[src/rtl/pipe_pkg.sv]
// Shared encodings for the pipeline hazard controller: forward selects, FSM states, zero register.
package pipe_pkg;
   localparam logic [1:0] FWD_RF     = 2'b00;
   localparam logic [1:0] FWD_EXALU  = 2'b01;
   localparam logic [1:0] FWD_MEMALU = 2'b10;
   localparam logic [1:0] FWD_MEMLD  = 2'b11;

   localparam logic [4:0] REG_ZERO = 5'd0;

   typedef enum logic {
      IDLE   = 1'b0,
      MD_RUN = 1'b1
   } state_t;
endpackage

[src/rtl/pipe_hazard_ctrl_fwd_sel.sv]
// Forwarding select for one ID-stage operand; EX ALU result beats anything in MEM.
module fwd_sel
   import pipe_pkg::*;
(
   input  logic [4:0] src,
   input  logic       use_src,
   input  logic [4:0] ex_rd,
   input  logic       ex_wreg,
   input  logic       ex_m2reg,
   input  logic [4:0] mem_rd,
   input  logic       mem_wreg,
   input  logic       mem_m2reg,
   output logic [1:0] sel
);
   always_comb begin
      sel = FWD_RF;
      if (use_src && (src != REG_ZERO)) begin
         // A load still in EX has no data yet; that case is a stall, not a forward.
         if (ex_wreg && !ex_m2reg && (ex_rd == src))
            sel = FWD_EXALU;
         else if (mem_wreg && (mem_rd == src))
            sel = mem_m2reg ? FWD_MEMLD : FWD_MEMALU;
      end
   end
endmodule

[src/rtl/pipe_hazard_ctrl.sv]
// Hazard controller: load-use and mul/div stalls, ID forwarding, branch squash, perf counters.
// All controls are combinational on the current cycle's pipeline state.
module pipe_hazard_ctrl
   import pipe_pkg::*;
#(
   parameter int MD_CYCLES  = 8,
   parameter int DELAY_SLOT = 1,
   parameter int CNT_W      = 16
) (
   input  logic             clk,
   input  logic             clrn,
   input  logic [4:0]       id_rs,
   input  logic [4:0]       id_rt,
   input  logic             id_use_rs,
   input  logic             id_use_rt,
   input  logic             id_md,
   input  logic [4:0]       ex_rd,
   input  logic             ex_wreg,
   input  logic             ex_m2reg,
   input  logic [4:0]       mem_rd,
   input  logic             mem_wreg,
   input  logic             mem_m2reg,
   input  logic             md_start,
   input  logic             br_taken,
   output logic             stall,
   output logic             bubble,
   output logic             flush_if,
   output logic [1:0]       fwd_a,
   output logic [1:0]       fwd_b,
   output logic             md_busy,
   output logic [CNT_W-1:0] stall_cnt,
   output logic [CNT_W-1:0] flush_cnt
);
   localparam int MDW = (MD_CYCLES > 2) ? $clog2(MD_CYCLES) : 1;

   state_t           state_q, state_d;
   logic [MDW-1:0]   md_cnt_q, md_cnt_d;
   logic             load_use;
   logic             md_hz;

   fwd_sel u_fwd_a (
      .src(id_rs), .use_src(id_use_rs),
      .ex_rd(ex_rd), .ex_wreg(ex_wreg), .ex_m2reg(ex_m2reg),
      .mem_rd(mem_rd), .mem_wreg(mem_wreg), .mem_m2reg(mem_m2reg),
      .sel(fwd_a)
   );

   fwd_sel u_fwd_b (
      .src(id_rt), .use_src(id_use_rt),
      .ex_rd(ex_rd), .ex_wreg(ex_wreg), .ex_m2reg(ex_m2reg),
      .mem_rd(mem_rd), .mem_wreg(mem_wreg), .mem_m2reg(mem_m2reg),
      .sel(fwd_b)
   );

   always_ff @(posedge clk or negedge clrn) begin
      if (!clrn) begin
         state_q  <= IDLE;
         md_cnt_q <= '0;
      end else begin
         state_q  <= state_d;
         md_cnt_q <= md_cnt_d;
      end
   end

   // md_start during MD_RUN is ignored: the issue logic never lets it happen.
   always_comb begin
      state_d  = state_q;
      md_cnt_d = md_cnt_q;
      case (state_q)
         IDLE: begin
            if (md_start) begin
               state_d  = MD_RUN;
               md_cnt_d = MDW'(MD_CYCLES - 1);
            end
         end
         MD_RUN: begin
            if (md_cnt_q == '0)
               state_d = IDLE;
            else
               md_cnt_d = md_cnt_q - 1'b1;
         end
         default: state_d = IDLE;
      endcase
   end

   assign load_use = ex_wreg && ex_m2reg && (ex_rd != REG_ZERO) &&
                     ((id_use_rs && (id_rs == ex_rd)) || (id_use_rt && (id_rt == ex_rd)));

   assign md_busy  = (state_q == MD_RUN);
   // The waiting mul/div issues in the last busy cycle, when the counter is 0.
   assign md_hz    = md_busy && id_md && (md_cnt_q != '0);
   assign stall    = load_use || md_hz;
   assign bubble   = stall;
   assign flush_if = (DELAY_SLOT == 0) && br_taken && !stall;

   always_ff @(posedge clk or negedge clrn) begin
      if (!clrn) begin
         stall_cnt <= '0;
         flush_cnt <= '0;
      end else begin
         if (stall && (stall_cnt != {CNT_W{1'b1}}))
            stall_cnt <= stall_cnt + 1'b1;
         if (flush_if && (flush_cnt != {CNT_W{1'b1}}))
            flush_cnt <= flush_cnt + 1'b1;
      end
   end
endmodule

[config.mk]
export PLATFORM = sky130hd
export DESIGN_NAME = pipe_hazard_ctrl
export DESIGN_NICKNAME = d
export VERILOG_FILES = /design/src/rtl/pipe_pkg.sv /design/src/rtl/pipe_hazard_ctrl_fwd_sel.sv /design/src/rtl/pipe_hazard_ctrl.sv
export SDC_FILE = /design/constraint.sdc
export NUM_CORES = 1
export LEC_CHECK = 0
export CORE_MARGIN = 1.5
export CORE_UTILIZATION = 35
export CTS_BUF_LIST = sky130_fd_sc_hd__clkbuf_8
export CTS_CLUSTER_DIAMETER = 150
export CTS_CLUSTER_SIZE = 28
export DETAILED_ROUTE_END_ITERATION = 10
export PLACE_DENSITY = 0.75
export SLEW_MARGIN = 20
export SYNTH_ARGS = -nofsm -noshare
export SYNTH_HDL_FRONTEND = slang
export SYNTH_SLANG_ARGS = --single-unit
[constraint.sdc]
create_clock -name clk -period 3.3 [get_ports clk]
set_clock_uncertainty 0.05 [all_clocks]
set_input_delay 0.33 -clock clk [delete_from_list [all_inputs] [get_ports clk]]
set_output_delay 0.33 -clock clk [all_outputs]
set_load 0.02 [all_outputs]
Word level (Yosys, flattened, before mapping)
Cells that the tools add are included.

Register bits after elaboration: 20. Input bits: 31. Output and inout bits: 40. Logic and storage cells: 52.

Add/sub/neg operators: 2. Eq/ne operators: 9. Multiplexer cells: 13. Bitwise gates (word level): 1. Reduce and logical (&&, ||, !) cells: 24.

Operators by type and width (count): $eq 5x5->1 (6); $add 16x1->16 const B (1); $ne 16x16->1 const B (1); $logic_and 1x1->1 (15); $reduce_bool 5->1 (3); $mux 2 (6); $mux 3 (2); $pmux 3 s2 (1); $ne 2x2->1 const B (2); $logic_not 3->1 (1); $mux 1 (3); $reduce_bool 3->1 (1); $sub 3x1->3 const B (1); $logic_or 1x1->1 (2); $pmux 1 s2 (1); $reduce_and 2->1 (1); $logic_not 1->1 (1); $not 1->1 (1).

Logic depth before layout (Yosys ltp)
Gate-level depths: netlist of the first run.

Word-level depth: 6. Gate-level depth with buffers: 8. Depth with buffers taken out: 7.

Cells and area by module
A second synthesis of the first run with hierarchy kept.

Cells, all modules: 176. Area, all modules: 1650.3 um^2.

By module, submodules not included: pipe_hazard_ctrl (times used 1, cells an instance 138, area an instance 1320.0 um^2, seq. area each 500.5 um^2); fwd_sel (times used 2, cells an instance 19, area an instance 165.2 um^2, seq. area each 0.0 um^2).

Worst setup path before layout of the first run
OpenSTA, ideal clock, no wires.

Kind: input to output. From: input ex_rd[0]. To: output stall. Arrival time: 1746 ps. Data required time: 2920 ps. Path slack: 1174 ps. Stages: 6. Path buffers: 2. Cell sequence: or3_1 o311a_4 a21boi_4 buf_6 inv_1 buf_4.

Cells in the longest elaborated chain, start to end: 5. Elaborated cells on any way between the ends: 9. Those cells by class: eq/ne: 2; reduce/logical: 7.

Ends and longest elaborated chain: start: declaration (line pipe_hazard_ctrl.sv:17) `input logic [4:0] ex_rd,`; $eq 5x5->1 (line pipe_hazard_ctrl.sv:87) `((id_use_rs && (id_rs == ex_rd)) || (id_use_rt && (id_rt == ex_rd)));`; $logic_and 1x1->1 (line pipe_hazard_ctrl.sv:87); $logic_or 1x1->1 (line pipe_hazard_ctrl.sv:87); $logic_and 1x1->1 * (line pipe_hazard_ctrl.sv:86) `assign load_use = ex_wreg && ex_m2reg && (ex_rd != REG_ZERO) &&`; $logic_or 1x1->1 * (line pipe_hazard_ctrl.sv:92) `assign stall = load_use || md_hz;`; end: declaration (line pipe_hazard_ctrl.sv:25) `output logic stall,`.

Mark *: on every way between the ends. The rest lies on a longest branch, timed or not.

Final worst setup path of the first run
From: input id_rs[1]. To: output fwd_a[1].

Cells in the longest elaborated chain, start to end: 5. Elaborated cells on any way between the ends: 9. Those cells by class: eq/ne: 2; mux: 3; reduce/logical: 4.

Ends and longest elaborated chain: start: declaration (line pipe_hazard_ctrl.sv:12) `input logic [4:0] id_rs,`; $eq 5x5->1 (line pipe_hazard_ctrl_fwd_sel.sv:21) `else if (mem_wreg && (mem_rd == src))`; $logic_and 1x1->1 (line pipe_hazard_ctrl_fwd_sel.sv:21); $mux 2 (line pipe_hazard_ctrl_fwd_sel.sv:21); $mux 2 (line pipe_hazard_ctrl_fwd_sel.sv:19) `if (ex_wreg && !ex_m2reg && (ex_rd == src))`; $mux 2 * (line pipe_hazard_ctrl_fwd_sel.sv:17) `if (use_src && (src != REG_ZERO)) begin`; end: declaration (line pipe_hazard_ctrl.sv:28) `output logic [1:0] fwd_a,`.

Marks and branches as above.

==> flow_summary_export.csv, run 1 <==
group,metric,value,unit
run_status,status,"finished clean",
clocking,cts_buffers,3,
drt,dr.pass1.iters,4,
drt,wl,3.28,mm
sta,worstMarginPinSlew,893,ps
floorplanning,ios,71,
sta,rsz0062_at_grt,"no",
yosys,seq_area_frac_synth,31.5,%
place,dp_hpwl,2.75,mm
clocking,cts_hold_buf,0,
run,cap_violations,0,
critical_path,worstSetupPathType,"in2out",
sta,final.min_clock_period,2740,ps
clocking,cts_resized,0,
clocking,cts_tree,"done",
floorplanning,die_area,4960,sq um
drt,avgViaCountPerCell,4.73,
floorplanning,fp-row-count,24,
floorplanning,die_y,70.4,um
global_routing,antenna_found_initial,0,
place,port_buffers,52,
drt,antenna_left,0,
sta,timing.final.ws_setup,558,ps
place,dp_slack,549,ps
worst_hold_path,hold_class,"reg2reg",
yosys,synth_top_flop_cell,"dfrtp_1",
yosys,synth_top_area_share,31.5,%
critical_path,cp.arrival,2360,ps
sta,setup_tns,0,ps
cells_and_area,drive_gt1_share,9.59,%
critical_path,critPathMaxFanout,3,
yosys,avgSynthCellArea,9.52,sq um
floorplanning,core_area,4350,sq um
clocking,cts_setup_buffers,0,
sta,max_slew_margin,40.3,%
power,p_leak,0.887,nW
place,gp_congestion,0.868,
yosys,synth_edf_count,0,
yosys,mappedNetlistArea,1590,sq um
clocking,clockBufferDepth,2,
critical_path,critPathLaunchType,"primary input",
clocking,cts.sinks,20,
yosys,yosysWarnings,0,
drt,drt_iter0_markers,23,
yosys,netlist_instances,167,
sta,max_freq,365,MHz
clocking,root_buffer,"clkbuf_8",
drt,num_vias,1281,
global_routing,grt_pass1_wl,5.53,mm
power,p_per_area,518,nW/um^2
power,ir_drop,0.337,mV
drt,drcViolationCount,0,
drt,avgRoutedWirePerCell,12.1,um
yosys,synth-seq-cells,20,
cells_and_area,fin_cells,271,
global_routing,grt_max_degree,21,
clocking,clkSlewWorstSetupHoldPaths,70,ps
critical_path,worst_ep_required_time,2920,ps
sta,setup_viol,0,
floorplanning,dieWidth,70.4,um
global_routing,track_usage,13.7,%
cells_and_area,n_antenna_cell,0,
cells_and_area,syn_to_final_growth,34.1,%
global_routing,grt-ovfl-total,0,
cells_and_area,final_nets,254,
sta,hold_viol_final,0,
yosys,yosysUniqueCellTypes,41,
yosys,synth_async_sr_flop_share,100,%
floorplanning,start_util,36.5,%
clocking,clock_latency,250,ps
sta,slew_viol_final,0,
clocking,htree_levels,1,
sta,period_share,83.1,%
yosys,ys_top_cells_by_area,"dfrtp_1 31%, xnor2_1 12%, buf_4 8.5%",
critical_path,endpoint_kind,"output pin",
yosys,yosys.area.top_type,"dfrtp_1",
place,dp_cells,267,
cells_and_area,fin_util,49.0,%
global_routing,grt_pass1_vias,1208,
-- metrics by stage --
step	power, mW	cell area [sq um]	hold WS [ps]
CTS	1.12	2130	450
finish	1.11	2130	445
detailed placement	0.928	2080	437
global route	1.19	2130	463
global placement	0.914	2080	431
floorplan	0.752	1650	-15.6
-- layout by cell type, fill, tap and decap left out, types with 5 or more instances in the layout --
master	n
dfrtp_1	20
xor2_1	12
conb_1	17
nand3_1	10
xnor2_1	21
inv_1	6
nand4_1	5
nand2_1	12
nor2_1	6
clkdlybuf4s50_1	52
o21ai_0	5
-- kinds of logic after synthesis --
logic type / Yosys count / share of synthesized area, %
buf+inv: 27 / 11.8
fa+ha+maj: 3 / 2.36
compound gates: 18 / 10.1
other cells: 1 / 0.236
simple gates: 63 / 24.0
xor+xnor: 33 / 18.2
mux: 2 / 1.89
flops: 20 / 31.5
-- where the power goes --
part           switching (mW)  internal [mW]
clock                  0.0778          0.106
combinational           0.268          0.260
sequential             0.0816          0.311
-- critical path: stages --
cell and delay, ps:
clkdlybuf4s50_1 470, or4_1 540, o21ai_0 220, nor3_1 100, and2_1 160, clkdlybuf4s50_1 540
-- registers in the layout, summed over array words and instances (netlist names) --
name	flops
stall_cnt	16
md_cnt_q	3
md_busy	1
-- final cells by class --
class,count,area [sq um]
timing repair buffer,53,528
tap,52,65.1
inverter,6,22.5
multi-input combinational,136,962
sequential,20,500
fill,404,2220
clock buffer,4,55.1
-- worst paths after layout --
check | start | to | slack, ps | depth (start not counted)
hold / removal | stall_cnt[15] | stall_cnt[15] | 450 | 1
setup reg to reg | stall_cnt[9] | stall_cnt[1] | 1070 | 5
hold reg to reg | stall_cnt[15] | stall_cnt[15] | 450 | 1
setup / recovery | id_rs[1] | fwd_a[1] | 560 | 6
min in group asynchronous | clrn | stall_cnt[13] | 520 | 1
max in group asynchronous | clrn | stall_cnt[11] | 2130 | 1
-- synthesized netlist by cell type (3+ instances only) --
library cell and count:
nor3_1 4, xnor2_1 21, dfrtp_1 20, buf_4 18, nand3_1 10, nand2_1 12
ha_1 3, nor2_1 6, nand4_1 5, nor2_2 3, a21oi_1 3, xor2_1 12
o21ai_0 5, inv_1 6, nor4_1 3
-- routing by layer --
layer / part of all wire, % / global-route usage (%)
met5: 0 / 0
met4: 0.64 / 3.63
met3: 3.4 / 2.45
met2: 52 / 23.9
met1: 44 / 17.4
Power figures use the tool's default switching activity.
==> run 2: changes to the inputs <==
--- a/config.mk
+++ b/config.mk
@@ -11,7 +11,7 @@
 export CTS_CLUSTER_DIAMETER = 150
 export CTS_CLUSTER_SIZE = 28
 export DETAILED_ROUTE_END_ITERATION = 10
-export PLACE_DENSITY = 0.75
+export PLACE_DENSITY = 0.78
 export SLEW_MARGIN = 20
 export SYNTH_ARGS = -nofsm -noshare
 export SYNTH_HDL_FRONTEND = slang
==> constraint.sdc (replaced) <==
create_clock -name clk -period 2.3 [get_ports clk]
set_clock_uncertainty 0.05 [all_clocks]
set_input_delay 0.23 -clock clk [delete_from_list [all_inputs] [get_ports clk]]
set_output_delay 0.23 -clock clk [all_outputs]
set_load 0.02 [all_outputs]
==> flow_summary_export.csv, run 2 (synthesized netlist as in run 1, its figures left out) <==
group,metric,value,unit
drt,avgRoutedWirePerCell,12.7,um
clocking,clockBufferDepth,2,
cells_and_area,final_common_cell,"clkdlybuf4s50_1",
sta,final.min_clock_period,2220,ps
critical_path,endpoint_kind,"output pin",
floorplanning,start_util,36.5,%
clocking,root_buffer,"clkbuf_8",
place,port_buffers,52,
drt,drcViolationCount,0,
worst_hold_path,hold_class,"in2async",
power,p_leak,0.980,nW
global_routing,grt_pass1_vias,1330,
floorplanning,die_area,4960,sq um
sta,slew_viol_final,0,
clocking,cts_setup_buffers,0,
critical_path,worstSetupPathType,"in2out",
power,total_power,1.62,mW
sta,period_share,96.4,%
global_routing,grt-ovfl-total,0,
place,gp_congestion,0.827,
floorplanning,dieWidth,70.4,um
drt,avgViaCountPerCell,4.79,
critical_path,worst_ep_required_time,2020,ps
sta,hold_viol_final,0,
global_routing,antenna_found_initial,0,
floorplanning,ios,71,
clocking,cts.sinks,20,
cells_and_area,fin_util,51.4,%
floorplanning,core_area,4350,sq um
power,ir_drop,0.551,mV
sta,max_freq,451,MHz
cells_and_area,most-common-layout-cells,"46 x clkdlybuf4s50_1, 21 x xnor2_1, 20 x dfrtp_1, 17 x conb_1, 16 x buf_4",
drt,num_vias,1369,
floorplanning,fp-row-count,24,
drt,drt_iter0_markers,36,
place,dp_hpwl,2.99,mm
sta,setup_tns,0,ps
sta,whs,241,ps
clocking,cts_tree,"done",
clocking,cts_resized,6,
global_routing,track_usage,15.0,%
cells_and_area,syn_to_final_growth,40.8,%
critical_path,critPathMaxFanout,2,
global_routing,grt_pass1_wl,6.06,mm
critical_path,critPathLaunchType,"primary input",
sta,setup_viol,0,
run,cap_violations,0,
sta,rsz0062_at_grt,"no",
cells_and_area,largest_reg_flops,16,
cells_and_area,seqCellArea,500,sq um
clocking,clock_latency,270,ps
clocking,clkSlewWorstSetupHoldPaths,80,ps
cells_and_area,final_cell_area,2240,sq um
clocking,cts_hold_buf,0,
power,p_per_area,724,nW/um^2
cells_and_area,nFillCells,404,
drt,dr.pass1.iters,4,
cells_and_area,regMostFlops,"stall_cnt",
critical_path,cp.arrival,1940,ps
global_routing,grt_max_degree,21,
floorplanning,die_y,70.4,um
cells_and_area,drive_gt1_share,15.4,%
cells_and_area,final_nets,269,
clocking,htree_levels,1,
cells_and_area,multi_input_area,962,sq um
place,place_area,2190,sq um
clocking,cts_buffers,3,
run_status,status,"finished clean",
drt,wl,3.62,mm
drt,antenna_left,0,
cells_and_area,n_antenna_cell,0,
## run 2: where the power goes
group / total [mW] / switching, mW / internal, mW
Clock: 0.278 / 0.125 / 0.153
Sequential: 0.564 / 0.117 / 0.447
Combinational: 0.779 / 0.394 / 0.385
Total: 1.62 / 0.636 / 0.985
## run 2: path summary, 6_finish.rpt
kind | to | slack, ps | start | cells after the start
setup reg to reg | stall_cnt[8] | 280 | md_cnt_q[0] | 8
min in group clk | stall_cnt[11] | 440 | stall_cnt[11] | 1
setup / recovery | bubble | 80 | ex_rd[0] | 6
hold reg to reg | stall_cnt[11] | 440 | stall_cnt[11] | 1
max in group asynchronous | stall_cnt[15] | 1740 | clrn | 2
hold / removal | stall_cnt[2] | 240 | clrn | 2
## run 2: worst max-delay path: stages
cell and delay, ps:
clkdlybuf4s50_1 430, or3_1 400, o311a_4 330, a21boi_4 150, inv_1 70, dlygate4sd2_1 320
## run 2: layout make-up
cell class              count  share of cell area, %
well taps                  52                   2.91
multi-input cells         136                   43.0
flip-flops and latches     20                   22.3
clock buffers               4                   2.46
inverters                   6                   1.01
repair buffers             68                   28.3
## run 2: through the flow
stage / std cells / worst slack [ps]
after detailed placement: 282 / -210
after floorplan: 183 / 373
after global placement: 282 / -156
after CTS: 286 / 14.3
final: 286 / 82.1
after global routing: 286 / 2.87
## run 2: layer usage
layer	global-route usage [%]	up-vias	share of wire, %
met5	0	-	0
met4	2.35	0	0.66
met3	3.75	5	4.7
met2	27.5	36	54
met1	17.9	647	40
li1	-	681	-
